--- src/rtl/fetch_ctrl.sv ---
// Instruction-fetch sequencer: owns the PC, reads a combinational instruction
// memory and queues {pc, word} pairs in a small prefetch buffer for decode.
module fetch_ctrl #(
  parameter logic [31:0] RESET_PC  = 32'h0000_0000,
  parameter int          MEM_DEPTH = 52,
  parameter int          BUF_DEPTH = 2
) (
  input  logic        clk,
  input  logic        rst_n,
  input  logic        start,
  output logic [31:0] imem_addr,
  input  logic [31:0] imem_data,
  input  logic        redirect_valid,
  input  logic [31:0] redirect_pc,
  output logic        inst_valid,
  input  logic        inst_ready,
  output logic [31:0] inst_data,
  output logic [31:0] inst_pc,
  output logic        fault,
  output logic [31:0] fault_pc
);

  localparam int PTR_W = $clog2(BUF_DEPTH);
  localparam int CNT_W = $clog2(BUF_DEPTH + 1);
  localparam logic [CNT_W-1:0] FULL      = CNT_W'(BUF_DEPTH);
  localparam logic [29:0]      MEM_WORDS = 30'(MEM_DEPTH);

  typedef enum logic [1:0] {
    IDLE,
    RUN,
    FAULT
  } state_t;

  state_t            state, state_next;
  logic [31:0]       pc, pc_next;
  logic [CNT_W-1:0]  count;
  logic [PTR_W-1:0]  head, tail;
  logic [31:0]       buf_data [BUF_DEPTH];
  logic [31:0]       buf_pc   [BUF_DEPTH];
  logic              pop, push, flush, take_fault, pc_legal, fetch_slot;

  assign imem_addr  = pc;
  assign inst_valid = (count != '0);
  assign inst_data  = buf_data[head];
  assign inst_pc    = buf_pc[head];
  assign fault      = (state == FAULT);

  assign pop        = inst_valid && inst_ready;
  assign pc_legal   = (pc[1:0] == 2'b00) && (pc[31:2] < MEM_WORDS);
  // A full buffer that is being drained this cycle still has room for one word.
  assign fetch_slot = (count < FULL) || pop;

  always_comb begin
    // NOTE: every output of this block gets a default first, so no path can leave one unassigned and infer a latch.
    state_next = state;
    pc_next    = pc;
    push       = 1'b0;
    flush      = 1'b0;
    take_fault = 1'b0;
    if (redirect_valid && state != IDLE) begin
      flush      = 1'b1;
      pc_next    = redirect_pc;
      state_next = RUN;
    end else begin
      case (state)
        IDLE: if (start) state_next = RUN;
        RUN: begin
          if (fetch_slot) begin
            if (pc_legal) begin
              push    = 1'b1;
              pc_next = pc + 32'd4;
            end else begin
              take_fault = 1'b1;
              state_next = FAULT;
            end
          end
        end
        default: ;
      endcase
    end
  end

  // NOTE: state is updated with non-blocking assignments so every register samples pre-edge values.
  always_ff @(posedge clk or negedge rst_n) begin
    if (!rst_n) begin
      state    <= IDLE;
      pc       <= RESET_PC;
      fault_pc <= '0;
    end else begin
      state <= state_next;
      pc    <= pc_next;
      if (take_fault) fault_pc <= pc;
    end
  end

  // NOTE: the buffer storage is reset because the head entry is visible on inst_data/inst_pc straight out of reset.
  always_ff @(posedge clk or negedge rst_n) begin
    if (!rst_n) begin
      head  <= '0;
      tail  <= '0;
      count <= '0;
      for (int i = 0; i < BUF_DEPTH; i++) begin
        buf_data[i] <= '0;
        buf_pc[i]   <= '0;
      end
    end else if (flush) begin
      head  <= '0;
      tail  <= '0;
      count <= '0;
    end else begin
      if (push) begin
        buf_data[tail] <= imem_data;
        buf_pc[tail]   <= pc;
        tail           <= tail + PTR_W'(1);
      end
      if (pop) head <= head + PTR_W'(1);
      count <= count + CNT_W'(push) - CNT_W'(pop);
    end
  end

endmodule

--- config.mk ---
export PLATFORM = sky130hd
export DESIGN_NAME = fetch_ctrl
export DESIGN_NICKNAME = d
export VERILOG_FILES = /design/src/rtl/fetch_ctrl.sv
export SDC_FILE = /design/constraint.sdc
export NUM_CORES = 1
export LEC_CHECK = 0
export ABC_AREA = 1
export CAP_MARGIN = 5
export CORE_MARGIN = 2
export CORE_UTILIZATION = 55
export CTS_CLUSTER_SIZE = 30
export DETAILED_ROUTE_END_ITERATION = 7
export PLACE_DENSITY = 0.89
export SYNTH_ARGS = -nofsm -noshare
export SYNTH_HDL_FRONTEND = slang
export SYNTH_SLANG_ARGS = --single-unit
export TNS_END_PERCENT = 10
--- constraint.sdc ---
create_clock -name clk -period 4.1 [get_ports clk]
set_input_delay 0.82 -clock clk [delete_from_list [all_inputs] [get_ports clk]]
set_output_delay 0.82 -clock clk [all_outputs]
set_load 0.1 [all_outputs]
==> results of run 1 <==
critical path: cells and delay by family, from the launching register on:
family                 cells  cell delay (ns)
buffers and inverters      2             1.06
flip-flops                 1             0.36
AO/OA/AOI/OAI              1             0.39
metal layers:
layer  vias to the layer above  global-route usage (%)  wire length, um
li1                       3972                       -                -
met1                      3747                    35.5             9610
met2                       311                    44.1            11400
met3                        35                    6.84             1980
met4                         0                    8.36              440
met5                         -                       0                0
kinds of logic after synthesis:
family | Yosys count | synth area share [%]
DFF | 198 | 53.2
xor gates and xnor gates | 5 | 0.470
adders and majority gates | 3 | 0.403
buffers and inverters | 339 | 14.5
AOI/OAI and AO/OA | 73 | 3.94
and+or+nand+nor | 611 | 27.5
area by class of cell:
type | count | share of cell area, %
flip-flops and latches | 198 | 42.0
multi-input cells | 692 | 25.6
repair buffers | 213 | 16.6
well taps | 220 | 2.33
clock buffers | 22 | 3.85
clock inverters | 8 | 0.870
inverters | 273 | 8.69
flip-flops by register name, indices dropped and copies added, names as in the netlist:
register	count
tail	1
imem_addr	32
state	2
buf_data	64
fault_pc	32
count	2
head	1
buf_pc	64
final timing paths:
check | end | slack [ns] | cells after the start
worst max-delay path | inst_pc[6] | 0.96 | 3
worst min-delay path | buf_data[52] | 0.47 | 1
worst max register to register | buf_data[40] | 1.65 | 11
worst min register to register | buf_pc[8] | 0.47 | 2
max in group asynchronous | buf_pc[12] | 2.78 | 2
min in group clk | buf_pc[8] | 0.47 | 2
metrics by stage:
step           hold WS (ns)  total power [mW]  setup slack, ns
2_1_floorplan         0.436              5.30            0.427
3_3_place_gp          0.448              6.23             1.10
3_5_place_dp          0.452              6.28             1.04
4_1_cts               0.470              7.90            0.980
5_1_grt               0.487              8.19            0.867
6_report              0.466              7.88            0.960
layout by cell type, fill, tap and decap left out:
cell,synthesis,layout
nor2_2,1,1
buf_12,0,2
nand3_2,1,2
nand4_1,77,77
dfrtp_2,0,1
clkinv_1,1,1
ha_1,3,3
nor2_4,2,2
o21ai_0,67,67
o22ai_1,1,1
nor2_1,26,26
clkdlybuf4s50_1,0,133
clkinv_2,0,2
xor2_1,3,3
nand2_1,471,471
nand2_2,3,3
nand3_1,28,27
bufinv_16,0,2
dfrtp_1,198,197
inv_2,2,2
clkbuf_8,0,2
o21ai_1,2,2
buf_4,6,77
or2_2,1,1
a21oi_1,3,3
clkbuf_1,32,4
clkbuf_16,0,17
xnor2_1,2,2
nand2_4,1,1
clkinvlp_4,0,2
inv_1,270,270
clkinv_4,0,2
power by group through the flow:
stage / clock (mW) / sequential, mW / combinational, mW
final: 1.61 / 2.55 / 3.71
after global routing: 1.71 / 2.59 / 3.89
after CTS: 1.63 / 2.54 / 3.73
after detailed placement: 0 / 2.57 / 3.72
after global placement: 0 / 2.56 / 3.67
after floorplan: 0 / 4.63 / 0.667
==> flow_metrics.env, run 1 <==
export IMPL_outcome="complete, no violations"
export IMPL_finalHoldViolations=0
export IMPL_p_leak_nw=6.62
export IMPL_area_delta_synth_final_pct=26.6
export IMPL_end_kind="primary output"
export IMPL_crit_start="head"
export IMPL_drive_gt1_share_pct=8.46
export IMPL_cp_slowest_cell="buf_4"
export IMPL_period_needed_ns=3.14
export IMPL_ir_drop_uv=1100
export IMPL_row_count=47
export IMPL_syn_nets=1301
export IMPL_max_cap_violations=0
export IMPL_yosysTopAreaCellShare_pct=53.2
export IMPL_worst_slew_pin_transition_ns=1.03
export IMPL_synth_ff_type="dfrtp_1"
export IMPL_ios=199
export IMPL_grt_max_degree=103
export IMPL_fin_nets=1467
export IMPL_hold_path_class="input port to asynchronous set/reset pin"
export IMPL_power_switching_mw=3.93
export IMPL_firstDrtPassIters=5
export IMPL_fin_util_pct=71.1
export IMPL_fin_cells=1626
export IMPL_first_global_vias=7808
export IMPL_place_inst=1596
export IMPL_die_h_um=134
export IMPL_die_area_um2=18000
export IMPL_fillerInstances=1268
export IMPL_setup_viol=0
export IMPL_crit_chain="buf_4 > o21ai_0 > buf_4"
export IMPL_critPathKind="flip-flop to primary output"
export IMPL_dp_hpwl_mm=15.1
export IMPL_multi_input_area_um2=3020
export IMPL_gp_congestion=0.841
export IMPL_initial_core_util_pct=56.1
export IMPL_rsz0062_at_grt="false"
export IMPL_setup_tns_ns=0
export IMPL_clockBufferDepth=2
export IMPL_synth_seq_area_share_pct=53.2
export IMPL_post_cts_setup_buffers=0
export IMPL_port_buffers=198
export IMPL_power_frac_seq_pct=32.4
export IMPL_cpPeakStageDelay_ns=0.73
export IMPL_r2r_start="imem_addr[4]"
export IMPL_synth_top_cell_by_area="dfrtp_1"
export IMPL_antenna_cells=0
export IMPL_via_per_inst=4.96
export IMPL_grt_overflow_total=0
export IMPL_vias=8065
export IMPL_grtUsageTotal_pct=26.9
export IMPL_wl_mm=23.4
export IMPL_clk_pin_slew_ns=0.07
export IMPL_clk_latency_ns=0.43
export IMPL_combPwrFrac_pct=47.2
export IMPL_finClkSkew_ns=0.0103
export IMPL_timing_slew_headroom_pct=30.8
export IMPL_hold_buffers=0
export IMPL_regArea_um2=4960
export IMPL_grt_first_pass_wirelength_mm=38.4
export IMPL_place_area_um2=11200
export IMPL_finalInstanceArea_um2=11800
export IMPL_h_tree_depth=4
export IMPL_yosysWarnings=0
export IMPL_cts_sinks=198
export IMPL_syn_area_um2=9310
export IMPL_cp_max_fo=102
export IMPL_antenna_found_initial=0
export IMPL_power_density_nw_per_um2=668
export IMPL_cts_resized=0
export IMPL_die_x_um=134
export IMPL_drc=0
export IMPL_p_sw_share_pct=49.9
export IMPL_netlist_top_cells_area="dfrtp_1, nand2_1, inv_1, nand4_1, o21ai_0"
export IMPL_p_int_mw=3.94
export IMPL_slew_violations=0
export IMPL_synthDistinctLibCells=26
export IMPL_wl_per_cell_um=14.4
export IMPL_syn_area_per_cell_um2=7.58
export IMPL_setup_worst_path_start_class="flip-flop"
export IMPL_postRouteAntennaNets=0
export IMPL_postSynthCellCount=1229
export IMPL_async_flop_share_pct=100
export IMPL_synth_seq_cells=198
export IMPL_cts_tree="yes"
export IMPL_period_share_pct=76.6
export IMPL_arrival_ns=2.32
export IMPL_path_common_cell="buf_4"
export IMPL_fmax_mhz=318
export IMPL_root_buffer="clkbuf_16"
export IMPL_clock_power_share_pct=20.4
export IMPL_synth_most_common_cell="nand2_1"
export IMPL_synth_edf_count=0
export IMPL_ys_top_cells_by_count="nand2_1, inv_1, dfrtp_1"
export IMPL_cts_made_buffers=17
export IMPL_coreArea_um2=16600
export IMPL_required_ns=3.28
export IMPL_drtIter0Drc=758
No activity file was read; power rests on OpenSTA's default activity.
==> run 2, diff against run 1 <==
--- a/config.mk
+++ b/config.mk
@@ -8,10 +8,10 @@
 export ABC_AREA = 1
 export CAP_MARGIN = 5
 export CORE_MARGIN = 2
-export CORE_UTILIZATION = 55
+export CORE_UTILIZATION = 46
 export CTS_CLUSTER_SIZE = 30
 export DETAILED_ROUTE_END_ITERATION = 7
-export PLACE_DENSITY = 0.89
+export PLACE_DENSITY = 0.8
 export SYNTH_ARGS = -nofsm -noshare
 export SYNTH_HDL_FRONTEND = slang
 export SYNTH_SLANG_ARGS = --single-unit
==> constraint.sdc (replaced) <==
create_clock -name clk -period 2.7 [get_ports clk]
set_input_delay 0.54 -clock clk [delete_from_list [all_inputs] [get_ports clk]]
set_output_delay 0.54 -clock clk [all_outputs]
set_load 0.1 [all_outputs]
==> run 2 against run 1 <==
  * Utilization decreased by 7.7 points
  * Power is 53% higher
  * Sequential share of layout area is 3.0 points lower
  * Critical path type unchanged
  * Largest cell class unchanged
  * Largest power group unchanged
  * Highest routed layer unchanged
==> flow_metrics.env, run 2 (synthesized netlist as in run 1, its figures left out) <==
export IMPL_outcome="complete, no violations"
export IMPL_wl_met2_mm=11.6
export IMPL_post_cts_setup_buffers=1
export IMPL_wl_mm=24.0
export IMPL_cts_made_buffers=17
export IMPL_timing_slew_headroom_pct=54.8
export IMPL_multi_input_area_um2=3020
export IMPL_cpPeakStageDelay_ns=0.63
export IMPL_place_area_um2=12100
export IMPL_finalInstanceArea_um2=12700
export IMPL_hold_path_class="input port to asynchronous set/reset pin"
export IMPL_grt_first_pass_wirelength_mm=40.2
export IMPL_final_cell_mix="nand2_1, inv_1, dfrtp_1, buf_4, nand4_1"
export IMPL_p_int_mw=5.97
export IMPL_p_leak_nw=7.11
export IMPL_finClkSkew_ns=0.00931
export IMPL_row_count=52
export IMPL_gp_congestion=0.814
export IMPL_max_cap_violations=0
export IMPL_die_x_um=146
export IMPL_via_per_inst=4.77
export IMPL_wl_met3_mm=1.78
export IMPL_hold_buffers=0
export IMPL_critPathKind="flip-flop to primary output"
export IMPL_ios=199
export IMPL_ir_drop_uv=1210
export IMPL_crit_cells=5
export IMPL_port_buffers=198
export IMPL_drive_gt1_share_pct=14.1
export IMPL_clock_power_share_pct=22.1
export IMPL_power_switching_mw=6.08
export IMPL_crit_end="inst_pc[13]"
export IMPL_finalHoldViolations=0
export IMPL_crit_chain="clkinv_1 > buf_4 > nand2_1 > nand2_1 > buf_12"
export IMPL_power_frac_seq_pct=32.2
export IMPL_crit_start="head"
export IMPL_critical_path_n_buffers_inverters=3
export IMPL_highest_layer="met4"
export IMPL_period_share_pct=92.6
export IMPL_arrival_ns=1.96
export IMPL_dp_hpwl_mm=15.8
export IMPL_antenna_found_initial=0
export IMPL_fmax_mhz=400
export IMPL_setup_worst_path_start_class="flip-flop"
export IMPL_cts_tree="yes"
export IMPL_grt_max_degree=80
export IMPL_place_inst=1655
export IMPL_layout_commonest_cell="nand2_1"
export IMPL_fin_nets=1477
export IMPL_combPwrFrac_pct=45.6
export IMPL_die_h_um=146
export IMPL_root_buffer="clkbuf_16"
export IMPL_drc=0
export IMPL_clk_latency_ns=0.43
export IMPL_initial_core_util_pct=46.5
export IMPL_fin_cells=1688
export IMPL_cts_resized=0
export IMPL_coreArea_um2=20000
export IMPL_wl_met1_mm=10.2
export IMPL_setup_viol=0
export IMPL_ff2ff_setup_slack_ns=0.65
export IMPL_path_delay_family="buffers and inverters"
export IMPL_h_tree_depth=4
export IMPL_cts_sinks=198
export IMPL_regArea_um2=4960
export IMPL_rsz0062_at_grt="false"
export IMPL_slew_violations=0
export IMPL_path_common_cell="nand2_1"
export IMPL_drtIter0Drc=457
export IMPL_grt_overflow_total=0
export IMPL_clockBufferDepth=2
export IMPL_period_needed_ns=2.50
export IMPL_grtUsageTotal_pct=23.2
export IMPL_cp_slowest_cell="dfrtp_4"
export IMPL_required_ns=2.16
export IMPL_r2r_start="imem_addr[26]"
export IMPL_vias=8044
export IMPL_power_mw=12.1
export IMPL_clk_pin_slew_ns=0.07
export IMPL_postRouteAntennaNets=0
export IMPL_first_global_vias=8070
export IMPL_end_kind="primary output"
export IMPL_worst_r2r_path_depth=11
export IMPL_r2r_end="buf_data[53]"
export IMPL_fillerInstances=1712
export IMPL_wl_per_cell_um=14.2
export IMPL_reg_top3="buf_data: 64 flops, buf_pc: 64 flops"
export IMPL_area_delta_synth_final_pct=36.4
export IMPL_antenna_cells=0
export IMPL_power_density_nw_per_um2=949
export IMPL_firstDrtPassIters=5
export IMPL_worst_slew_pin_transition_ns=0.678
export IMPL_die_area_um2=21400
export IMPL_p_sw_share_pct=50.4
export IMPL_cp_max_fo=27
-- run 2: power groups by stage --
| stage | sequential, mW | combinational, mW | clock [mW] |
|---|---|---|---|
| after floorplan | 7.04 | 1.01 | 0 |
| after CTS | 3.88 | 5.53 | 2.72 |
| final | 3.88 | 5.50 | 2.67 |
| after global routing | 3.94 | 5.76 | 2.85 |
| after detailed placement | 3.92 | 5.53 | 0 |
| after global placement | 3.92 | 5.45 | 0 |
-- run 2: worst min path at each step --
stage / start / to / slack [ns] / cells past startpoint
6_report: rst_n / fault_pc[18] / 0.14 / 1
5_1_grt: rst_n / fault_pc[18] / 0.20 / 1
4_1_cts: rst_n / fault_pc[18] / 0.18 / 1
3_5_place_dp: buf_pc[54] / buf_pc[54] / 0.45 / 2
3_3_place_gp: buf_pc[43] / buf_pc[43] / 0.45 / 2
2_1_floorplan: rst_n / buf_data[0] / 0.24 / 0
-- run 2: area by class of cell --
class | count | area share (%)
well taps | 270 | 2.66
flip-flops and latches | 198 | 39.0
clock buffers | 18 | 3.38
inverters | 273 | 8.07
clock inverters | 14 | 1.49
multi-input cells | 692 | 23.7
repair buffers | 223 | 21.6
-- run 2: per-layer routing --
layer  global-route usage (%)  up-vias
met5                        0        -
met4                     6.70        0
met3                     6.28       28
met2                     39.4      241
met1                     29.4     3783
li1                         -     3992
-- run 2: metrics by stage --
step / hold slack [ns] / setup slack, ns / util [%] / setup TNS (ns)
after CTS: 0.176 / 0.153 / 63.4 / 0
after detailed placement: 0.452 / 0.435 / 60.2 / 0
after global routing: 0.203 / 0.0899 / 63.4 / 0
after global placement: 0.449 / 0.494 / 60.2 / 0
final: 0.141 / 0.199 / 63.4 / 0
after floorplan: 0.244 / -0.693 / - / -20.67
==> run 3, diff against run 2 <==
--- a/config.mk
+++ b/config.mk
@@ -7,7 +7,6 @@
 export LEC_CHECK = 0
 export ABC_AREA = 1
 export CAP_MARGIN = 5
-export CORE_MARGIN = 2
 export CORE_UTILIZATION = 46
 export CTS_CLUSTER_SIZE = 30
 export DETAILED_ROUTE_END_ITERATION = 7
==> run 3 against run 2 <==
  * Sequential power hardly changed
  * Power fell by 0.89%
  * Clock skew increased by 0.0028 ns
  * Utilization grew 1.0 points
  * Flip-flop and latch count did not move
  * Cell count down 0.36%
  * Cell area shrank 0.37%
  * Wire length is 4.1% lower
  * Critical endpoint is now inst_data[11]
  * Highest routed layer unchanged
==> flow_metrics.env, run 3 (synthesized netlist as in run 1, its figures left out) <==
export IMPL_outcome="complete, no violations"
export IMPL_vias=8008
export IMPL_reg_top3="buf_data: 64 flops, buf_pc: 64 flops"
export IMPL_power_mw=11.9
export IMPL_whs_ns=0.110
export IMPL_max_cap_violations=0
export IMPL_clockBufferDepth=2
export IMPL_setup_worst_path_start_class="flip-flop"
export IMPL_hold_path_class="input port to asynchronous set/reset pin"
export IMPL_finalHoldViolations=0
export IMPL_gp_congestion=0.779
export IMPL_timing_slew_headroom_pct=59.7
export IMPL_grtUsageTotal_pct=23.5
export IMPL_row_count=51
export IMPL_arrival_ns=2.01
export IMPL_hold_buffers=0
export IMPL_regArea_um2=4960
export IMPL_h_tree_depth=4
export IMPL_drive_gt1_share_pct=14.1
export IMPL_clk_pin_slew_ns=0.07
export IMPL_cts_made_buffers=17
export IMPL_fillerInstances=1679
export IMPL_root_buffer="clkbuf_16"
export IMPL_antenna_cells=0
export IMPL_port_buffers=198
export IMPL_die_area_um2=20800
export IMPL_wl_per_cell_um=13.7
export IMPL_cts_tree="yes"
export IMPL_power_density_nw_per_um2=944
export IMPL_die_x_um=144
export IMPL_drc=0
export IMPL_area_delta_synth_final_pct=35.9
export IMPL_first_global_vias=7806
export IMPL_cts_sinks=198
export IMPL_period_share_pct=94.6
export IMPL_required_ns=2.16
export IMPL_die_h_um=144
export IMPL_grt_first_pass_wirelength_mm=38.0
export IMPL_via_per_inst=4.76
export IMPL_end_kind="primary output"
export IMPL_worst_slew_pin_transition_ns=0.604
export IMPL_ios=199
export IMPL_rsz0062_at_grt="false"
export IMPL_cp_max_fo=41
export IMPL_grt_max_degree=77
export IMPL_firstDrtPassIters=5
export IMPL_p_leak_nw=7.09
export IMPL_postRouteAntennaNets=0
export IMPL_layout_commonest_cell="nand2_1"
export IMPL_post_cts_setup_buffers=0
export IMPL_final_cell_mix="nand2_1, inv_1, dfrtp_1, buf_4, nand4_1"
export IMPL_coreArea_um2=19700
export IMPL_grt_overflow_total=0
export IMPL_worst_slack_ns=0.145
export IMPL_setup_tns_ns=0
export IMPL_drtIter0Drc=418
export IMPL_setup_viol=0
export IMPL_fmax_mhz=391
export IMPL_fin_nets=1476
export IMPL_clk_latency_ns=0.44
export IMPL_place_ws_ns=0.425
export IMPL_finClkSkew_ns=0.0121
export IMPL_period_needed_ns=2.55
export IMPL_ir_drop_uv=1240
export IMPL_multi_input_area_um2=3020
export IMPL_initial_core_util_pct=47.4
export IMPL_antenna_found_initial=0
export IMPL_critPathKind="flip-flop to primary output"
export IMPL_slew_violations=0
export IMPL_wl_mm=23.0
export IMPL_dp_hpwl_mm=15.3
export IMPL_cts_resized=0
## run 3: cell types whose count changed in the layout (fill, tap and decap cells not counted)
cell	change
buf_12	-1
clkinvlp_4	+2
clkbuf_1	-1
inv_6	-1
bufinv_16	-1
clkbuf_8	+1
buf_4	+1
buf_8	-1
## run 3: routing by layer
metal / vias up / track usage (%) / routed length (um)
li1: 3993 / - / -
met1: 3721 / 29.3 / 9760
met2: 268 / 39.9 / 11100
met3: 26 / 5.70 / 1730
met4: 0 / 7.92 / 381
met5: - / 0 / 0
## run 3: per-stage QoR
step / cells / cell area (um2) / utilization (%)
after floorplan: 1229 / 9310 / -
after global placement: 1650 / 12000 / 61.3
after detailed placement: 1650 / 12000 / 61.3
after CTS: 1682 / 12700 / 64.4
after global routing: 1682 / 12700 / 64.4
final: 1682 / 12700 / 64.4
## run 3: area by class of cell
cell class	instances	area share, %
inverters	273	8.10
well taps	265	2.62
repair buffers	222	21.5
clock buffers	18	3.47
multi-input cells	692	23.8
clock inverters	14	1.31
flip-flops and latches	198	39.2
## run 3: critical path, stage by stage (launching register included)
cell and delay, ns:
dfrtp_4 0.63, buf_12 0.23, o21ai_0 0.44, buf_12 0.24
## run 3: final timing paths
kind                                   start             to  slack (ns)  cells after the start
worst max-delay path                    head  inst_data[11]        0.15                      3
worst min-delay path                   rst_n   fault_pc[11]        0.11                      1
worst max register to register  imem_addr[4]       count[1]        0.62                     11
worst min register to register    buf_pc[13]     buf_pc[13]        0.47                      2
max in group asynchronous              rst_n    buf_data[8]        1.89                      2
min in group clk                  buf_pc[13]     buf_pc[13]        0.47                      2
## run 3: power breakdown
| part | internal (mW) | total (mW) | switching [mW] |
|---|---|---|---|
| Sequential | 3.43 | 3.88 | 0.447 |
| Combinational | 1.06 | 5.48 | 4.42 |
| Clock | 1.42 | 2.59 | 1.17 |
